===== src/rtl/alu_req_arbiter_pkg.sv =====
// Shared types for the ALU request arbiter: ALU opcodes, arbiter FSM states and bus widths.
package alu_pkg;

  localparam int OP_W   = 3;
  localparam int DATA_W = 8;
  localparam int RES_W  = 16;

  typedef enum logic [OP_W-1:0] {
    OP_NO_OP = 3'b000,
    OP_ADD   = 3'b001,
    OP_AND   = 3'b010,
    OP_XOR   = 3'b011,
    OP_MUL   = 3'b100,
    OP_RST   = 3'b111
  } operation_t;

  typedef enum logic [1:0] {
    IDLE = 2'd0,
    BUSY = 2'd1,
    RESP = 2'd2
  } arb_state_t;

  // True for opcodes that must actually be sent to the ALU.
  function automatic logic is_alu_op(input logic [OP_W-1:0] op);
    case (op)
      OP_ADD, OP_AND, OP_XOR, OP_MUL, OP_RST: return 1'b1;
      default:                                return 1'b0;
    endcase
  endfunction

endpackage


===== src/rtl/alu_req_arbiter_if.sv =====
// Requester command/response bus plus ALU port group seen by the arbiter.
interface alu_req_arbiter_if import alu_pkg::*; #(parameter int N_REQ = 4);

  logic [N_REQ-1:0]        req_valid;
  logic [N_REQ-1:0]        req_ready;
  logic [OP_W*N_REQ-1:0]   req_op;
  logic [DATA_W*N_REQ-1:0] req_a;
  logic [DATA_W*N_REQ-1:0] req_b;
  logic [N_REQ-1:0]        rsp_valid;
  logic [RES_W-1:0]        rsp_result;
  logic                    rsp_error;
  logic                    alu_start;
  logic [OP_W-1:0]         alu_op;
  logic [DATA_W-1:0]       alu_a;
  logic [DATA_W-1:0]       alu_b;
  logic                    alu_done;
  logic [RES_W-1:0]        alu_result;

  modport slave (
    input  req_valid, req_op, req_a, req_b, alu_done, alu_result,
    output req_ready, rsp_valid, rsp_result, rsp_error,
           alu_start, alu_op, alu_a, alu_b
  );

  modport master (
    output req_valid, req_op, req_a, req_b, alu_done, alu_result,
    input  req_ready, rsp_valid, rsp_result, rsp_error,
           alu_start, alu_op, alu_a, alu_b
  );

endinterface


===== src/rtl/alu_req_arbiter_rr.sv =====
// Combinational round-robin pick: first active request at or above ptr_i, wrapping at N.
module rr_arbiter #(
  parameter int N = 4
) (
  input  logic [N-1:0]         req_i,
  input  logic [$clog2(N)-1:0] ptr_i,
  output logic [N-1:0]         gnt_o,
  output logic [$clog2(N)-1:0] gnt_idx_o,
  output logic                 gnt_any_o
);

  localparam int IW = $clog2(N);
  localparam int CW = IW + 1;

  logic [CW-1:0] cand;

  always_comb begin
    gnt_o     = '0;
    gnt_idx_o = '0;
    gnt_any_o = 1'b0;
    cand      = '0;
    for (int k = 0; k < N; k++) begin
      cand = {1'b0, ptr_i} + CW'(k);
      if (cand >= CW'(N)) begin
        cand = cand - CW'(N);
      end
      if (!gnt_any_o && req_i[cand[IW-1:0]]) begin
        gnt_any_o = 1'b1;
        gnt_idx_o = cand[IW-1:0];
      end
    end
    if (gnt_any_o) begin
      gnt_o[gnt_idx_o] = 1'b1;
    end
  end

endmodule


===== src/rtl/alu_req_arbiter.sv =====
// Shares one 8x8->16 ALU among N_REQ requesters: round-robin accept, one op in flight,
// local completion of no_op/illegal ops, and a timeout for a hung ALU.
module alu_req_arbiter import alu_pkg::*; #(
  parameter int N_REQ   = 4,
  parameter int TIMEOUT = 16
) (
  input  logic              clk,
  input  logic              reset_n,
  alu_req_arbiter_if.slave  bus
);

  localparam int IDX_W = $clog2(N_REQ);
  localparam int CNT_W = $clog2(TIMEOUT);

  arb_state_t         state_q, state_d;
  logic [IDX_W-1:0]   ptr_q, ptr_d;
  logic [IDX_W-1:0]   gidx_q, gidx_d;
  logic [CNT_W-1:0]   cnt_q, cnt_d;
  logic [OP_W-1:0]    op_q, op_d;
  logic [DATA_W-1:0]  a_q, a_d;
  logic [DATA_W-1:0]  b_q, b_d;
  logic [RES_W-1:0]   result_q, result_d;
  logic               err_q, err_d;

  logic [N_REQ-1:0]   gnt;
  logic [IDX_W-1:0]   gnt_idx;
  logic               gnt_any;
  logic [OP_W-1:0]    sel_op;
  logic [DATA_W-1:0]  sel_a;
  logic [DATA_W-1:0]  sel_b;

  rr_arbiter #(.N(N_REQ)) u_rr (
    .req_i     (bus.req_valid),
    .ptr_i     (ptr_q),
    .gnt_o     (gnt),
    .gnt_idx_o (gnt_idx),
    .gnt_any_o (gnt_any)
  );

  assign sel_op = bus.req_op[OP_W*int'(gnt_idx) +: OP_W];
  assign sel_a  = bus.req_a[DATA_W*int'(gnt_idx) +: DATA_W];
  assign sel_b  = bus.req_b[DATA_W*int'(gnt_idx) +: DATA_W];

  always_ff @(posedge clk) begin
    if (!reset_n) begin
      state_q  <= IDLE;
      ptr_q    <= '0;
      gidx_q   <= '0;
      cnt_q    <= '0;
      op_q     <= '0;
      a_q      <= '0;
      b_q      <= '0;
      result_q <= '0;
      err_q    <= 1'b0;
    end else begin
      state_q  <= state_d;
      ptr_q    <= ptr_d;
      gidx_q   <= gidx_d;
      cnt_q    <= cnt_d;
      op_q     <= op_d;
      a_q      <= a_d;
      b_q      <= b_d;
      result_q <= result_d;
      err_q    <= err_d;
    end
  end

  always_comb begin
    state_d  = state_q;
    ptr_d    = ptr_q;
    gidx_d   = gidx_q;
    cnt_d    = cnt_q;
    op_d     = op_q;
    a_d      = a_q;
    b_d      = b_q;
    result_d = result_q;
    err_d    = err_q;
    case (state_q)
      IDLE: begin
        if (gnt_any) begin
          op_d     = sel_op;
          a_d      = sel_a;
          b_d      = sel_b;
          gidx_d   = gnt_idx;
          cnt_d    = '0;
          result_d = '0;
          err_d    = 1'b0;
          ptr_d    = (gnt_idx == IDX_W'(N_REQ-1)) ? '0 : gnt_idx + 1'b1;
          // no_op and the two unassigned codes never touch the ALU
          if (is_alu_op(sel_op)) begin
            state_d = BUSY;
          end else begin
            state_d = RESP;
            err_d   = (sel_op != OP_NO_OP);
          end
        end
      end
      BUSY: begin
        cnt_d = cnt_q + 1'b1;
        if (bus.alu_done) begin
          result_d = bus.alu_result;
          err_d    = 1'b0;
          state_d  = RESP;
        end else if (cnt_q == CNT_W'(TIMEOUT-1)) begin
          result_d = '0;
          err_d    = 1'b1;
          state_d  = RESP;
        end
      end
      RESP: begin
        state_d = IDLE;
      end
      default: begin
        state_d = IDLE;
      end
    endcase
  end

  // Everything below except req_ready is decoded from flops only.
  assign bus.req_ready  = (state_q == IDLE) ? gnt : '0;
  assign bus.alu_start  = (state_q == BUSY);
  assign bus.alu_op     = (state_q == BUSY) ? op_q : '0;
  assign bus.alu_a      = (state_q == BUSY) ? a_q : '0;
  assign bus.alu_b      = (state_q == BUSY) ? b_q : '0;
  assign bus.rsp_valid  = (state_q == RESP) ? (N_REQ'(1) << gidx_q) : '0;
  assign bus.rsp_result = (state_q == RESP) ? result_q : '0;
  assign bus.rsp_error  = (state_q == RESP) ? err_q : 1'b0;

endmodule


===== src/flat_wrapper.sv =====
// flat-port wrapper written by rule: the top's interface ports become plain ports
module alu_req_arbiter_flat import alu_pkg::*;
#(
  parameter int N_REQ   = 4,
  parameter int TIMEOUT = 16
)
  (clk, reset_n, bus_req_valid, bus_req_op, bus_req_a, bus_req_b, bus_alu_done, bus_alu_result, bus_req_ready, bus_rsp_valid, bus_rsp_result, bus_rsp_error, bus_alu_start, bus_alu_op, bus_alu_a, bus_alu_b);
  alu_req_arbiter_if #(.N_REQ(N_REQ)) bus_i ();
  input  logic clk;
  input  logic reset_n;
  input wire logic [$bits(bus_i.req_valid)-1:0] bus_req_valid;
  input wire logic [$bits(bus_i.req_op)-1:0] bus_req_op;
  input wire logic [$bits(bus_i.req_a)-1:0] bus_req_a;
  input wire logic [$bits(bus_i.req_b)-1:0] bus_req_b;
  input wire logic [$bits(bus_i.alu_done)-1:0] bus_alu_done;
  input wire logic [$bits(bus_i.alu_result)-1:0] bus_alu_result;
  output wire logic [$bits(bus_i.req_ready)-1:0] bus_req_ready;
  output wire logic [$bits(bus_i.rsp_valid)-1:0] bus_rsp_valid;
  output wire logic [$bits(bus_i.rsp_result)-1:0] bus_rsp_result;
  output wire logic [$bits(bus_i.rsp_error)-1:0] bus_rsp_error;
  output wire logic [$bits(bus_i.alu_start)-1:0] bus_alu_start;
  output wire logic [$bits(bus_i.alu_op)-1:0] bus_alu_op;
  output wire logic [$bits(bus_i.alu_a)-1:0] bus_alu_a;
  output wire logic [$bits(bus_i.alu_b)-1:0] bus_alu_b;
  assign bus_i.req_valid = bus_req_valid;
  assign bus_i.req_op = bus_req_op;
  assign bus_i.req_a = bus_req_a;
  assign bus_i.req_b = bus_req_b;
  assign bus_i.alu_done = bus_alu_done;
  assign bus_i.alu_result = bus_alu_result;
  assign bus_req_ready = bus_i.req_ready;
  assign bus_rsp_valid = bus_i.rsp_valid;
  assign bus_rsp_result = bus_i.rsp_result;
  assign bus_rsp_error = bus_i.rsp_error;
  assign bus_alu_start = bus_i.alu_start;
  assign bus_alu_op = bus_i.alu_op;
  assign bus_alu_a = bus_i.alu_a;
  assign bus_alu_b = bus_i.alu_b;
  alu_req_arbiter #(.N_REQ(N_REQ), .TIMEOUT(TIMEOUT)) u_core (.clk(clk), .reset_n(reset_n), .bus(bus_i));
endmodule

===== config.mk =====
export PLATFORM = sky130hd
export DESIGN_NAME = alu_req_arbiter_flat
export DESIGN_NICKNAME = d
export VERILOG_FILES = /design/src/rtl/alu_req_arbiter_pkg.sv /design/src/rtl/alu_req_arbiter_if.sv /design/src/rtl/alu_req_arbiter_rr.sv /design/src/rtl/alu_req_arbiter.sv /design/src/flat_wrapper.sv
export SDC_FILE = /design/constraint.sdc
export NUM_CORES = 1
export LEC_CHECK = 0
export BUFFER_PORTS_ARGS = -buffer_cell sky130_fd_sc_hd__buf_2
export CAP_MARGIN = 20
export CORE_AREA = 10 10 90 100
export CTS_CLUSTER_SIZE = 10
export DETAILED_ROUTE_END_ITERATION = 10
export DIE_AREA = 0 0 100 110
export GPL_ROUTABILITY_DRIVEN = 0
export PLACE_DENSITY = 0.72
export SYNTH_ARGS = -nofsm -noshare
export SYNTH_HDL_FRONTEND = slang
export SYNTH_SLANG_ARGS = --single-unit

===== constraint.sdc =====
create_clock -name clk -period 2.27 [get_ports clk]
set_clock_uncertainty 0.05 [all_clocks]
set_input_delay 0.1135 -clock clk [delete_from_list [all_inputs] [get_ports clk]]
set_output_delay 0.1135 -clock clk [all_outputs]
set_load 0.02 [all_outputs]

==> results.json <==
{
  "post_dp_cell_area_sq_um": 3580,
  "netlist-cell-type-count": 46,
  "yosys_register_bits": 46,
  "max_freq_mhz": 467,
  "routed_via_density": 5.00,
  "slew_viol_final": 0,
  "cts_setup_buffers": 0,
  "drtIter0Drc": 105,
  "initial_utilization_pct": 40.1,
  "cts_sinks": 46,
  "synthesis.area_sq_um": 2780,
  "combPwrFrac_pct": 52.6,
  "grt_usage_pct": 16.1,
  "syn_to_final_growth_pct": 37.4,
  "syn-instance-count": 397,
  "fin_area_sq_um": 3810,
  "portBuffers": 143,
  "critPathMaxFanout": 34,
  "arrival_ns": 1.98,
  "ys_seq_area_share_pct": 33.2,
  "pwr-share-seq_pct": 28.9,
  "insertedDiodeCount": 0,
  "vdd_ir_drop_max_mv": 0.501,
  "core_sq_um": 6930,
  "layout_setup_ws_ns": 0.131,
  "relSlewSlack_pct": 42.7,
  "p_leak_nw": 1.92,
  "hold_class": "primary input to flop",
  "worst_slew_pin_slew_ns": 0.859,
  "avgSynthCellArea_sq_um": 6.99,
  "layout_common_cells": "buf_2, nand2_1, nand3_1",
  "routed_wl_um": 9050,
  "switchingPower_mw": 1.68,
  "synth_ff_type": "dfxtp_1",
  "place_ws_ns": 0.230,
  "start_kind": "flop",
  "drc": 0,
  "grt_pass1_vias": 3225,
  "cp.buffers_inverters": 2,
  "dp_hpwl_um": 7110,
  "cts_made_buffers": 5,
  "die_w_um": 100,
  "hold_viol": 3,
  "cp_top_family": "buffers and inverters",
  "grt_max_degree": 35,
  "setup_tns_ns": 0,
  "wl_per_cell_um": 14.5,
  "ant_nets": 0,
  "powerDensity_nw_per_um2": 1040,
  "max_stage_delay_ns": 0.39,
  "firstDrtPassIters": 4,
  "period_share_pct": 94.3,
  "antenna_found_initial": 0,
  "synth-edff-count": 0,
  "h-tree-depth": 2,
  "p_clk_share_pct": 18.4,
  "wl_met1_um": 3670,
  "hold_slack_ns": -0.00751,
  "critical_path_class": "flop to output port",
  "route.met3.wl_um": 653,
  "layout_commonest_cell": "buf_2",
  "netSwitchingFraction_pct": 42.3,
  "power.internal_mw": 2.29,
  "violations": "negative hold slack",
  "overflow": 0,
  "period_minus_slack_ns": 2.14,
  "setup_violations": 0,
  "root_buffer": "clkbuf_8",
  "worstSetupEndpointType": "output port",
  "num_rows": 32,
  "drive_above_1_share_pct": 32.6,
  "syn-num-nets": 501,
  "dr_wl_met2_um": 4590,
  "yosysWarnings": 0,
  "drv_cap": 0,
  "top_layer": "met4",
  "die_h_um": 110,
  "dr_total_vias": 3128,
  "status": "finished, violations left",
  "rsz0062_at_grt": "false",
  "path_clk_slew_ns": 0.09,
  "cts_tree": "built",
  "grt_pass1_wl_um": 14800,
  "ios": 144,
  "dieArea_sq_um": 11000,
  "async_flop_share_pct": 0,
  "path_cells": "nand2_2, a211o_4, nand2_8, buf_6, ha_1, and3_1, buf_2",
  "clockBufferDepth": 2,
  "cp_slowest_cell": "dfxtp_2",
  "layout.nets": 643,
  "cp.required_ns": 2.11,
  "finish.utilization_pct": 55.1,
  "clkLatencyLatePin_ns": 0.31
}
[stage by stage]
step                total power, mW  std cells
floorplan                      2.63        397
global placement               3.17        611
detailed placement             3.22        611
CTS                            3.96        624
global route                   4.33        625
finish                         3.97        625
[per-layer routing]
layer | GRT usage, % | vias to the layer above
li1 | - | 1626
met2 | 29.0 | 103
met1 | 17.7 | 1384
met5 | 0 | -
met3 | 5.67 | 15
met4 | 4.24 | 0
[layout make-up]
type,instances,area (sq um)
clock buffers,5,68.8
clock inverters,3,68.8
repair buffers,161,886
well taps,85,106
flip-flops and latches,46,923
inverters,6,27.5
fillers,708,3110
multi-input cells,319,1730
[cell usage after synthesis, types with 4 or more instances]
| cell | number | area share (%) |
|---|---|---|
| nand2_1 | 96 | 13 |
| nand3_1 | 55 | 9.9 |
| dfxtp_1 | 46 | 33 |
| and2_1 | 38 | 8.6 |
| nor2_1 | 33 | 4.5 |
| a21oi_1 | 23 | 4.1 |
| clkbuf_1 | 20 | 2.7 |
| a22oi_1 | 17 | 4.6 |
| and3_1 | 6 | 1.4 |
| o21ai_0 | 6 | 1.1 |
| ha_1 | 5 | 2.3 |
| buf_2 | 4 | 0.72 |
[sequential cells by signal, summed over array words and instances, names as in the netlist]
signal / flops
u_core.cnt_q: 4
u_core.state_q: 2
u_core.result_q: 16
u_core.gidx_q: 2
u_core.ptr_q: 2
u_core.op_q: 3
u_core.a_q: 8
u_core.b_q: 8
u_core.err_q: 1
[power groups by stage]
stage | Clock [mW] | Sequential (mW) | Combinational [mW]
3_3_place_gp | 0 | 1.15 | 2.02
6_report | 0.731 | 1.15 | 2.09
2_1_floorplan | 0 | 1.13 | 1.50
3_5_place_dp | 0 | 1.16 | 2.06
5_1_grt | 0.782 | 1.18 | 2.37
4_1_cts | 0.743 | 1.14 | 2.08
[logic make-up after synthesis]
group | after synthesis | share of synthesized area [%]
compound gates | 64 | 15.5
xor+xnor | 3 | 0.947
fa+ha+maj | 5 | 2.25
buf+inv | 32 | 4.69
flops | 46 | 33.2
mux | 4 | 2.07
simple gates | 243 | 41.4
[worst min-delay path, stage by stage]
cell and delay (ns):
buf_2 0.08, a22oi_1 0.05, nor2_1 0.08
[worst paths after layout]
path / startpoint / to / slack, ns / depth (start not counted)
max: u_core.ptr_q[1]$_SDFFE_PN0P_ / bus_req_ready[1] / 0.13 / 7
min: bus_alu_result[8] / u_core.result_q[8]$_SDFFE_PN0P_ / -0.008 / 3
max reg2reg: u_core.ptr_q[1]$_SDFFE_PN0P_ / u_core.state_q[0]$_SDFFE_PN0P_ / 0.27 / 8
min reg2reg: u_core.b_q[6]$_SDFFE_PN0P_ / u_core.b_q[6]$_SDFFE_PN0P_ / 0.40 / 2
[timing repair]
item / in CTS / in global routing
gates resized for setup: 1 / 8
hold buffers: 5 / 1
pin swaps: 0 / 0
endpoints found under the setup margin: 2 / 3
endpoints found under the hold margin: 5 / 1
(Power assumes the default switching activity.)
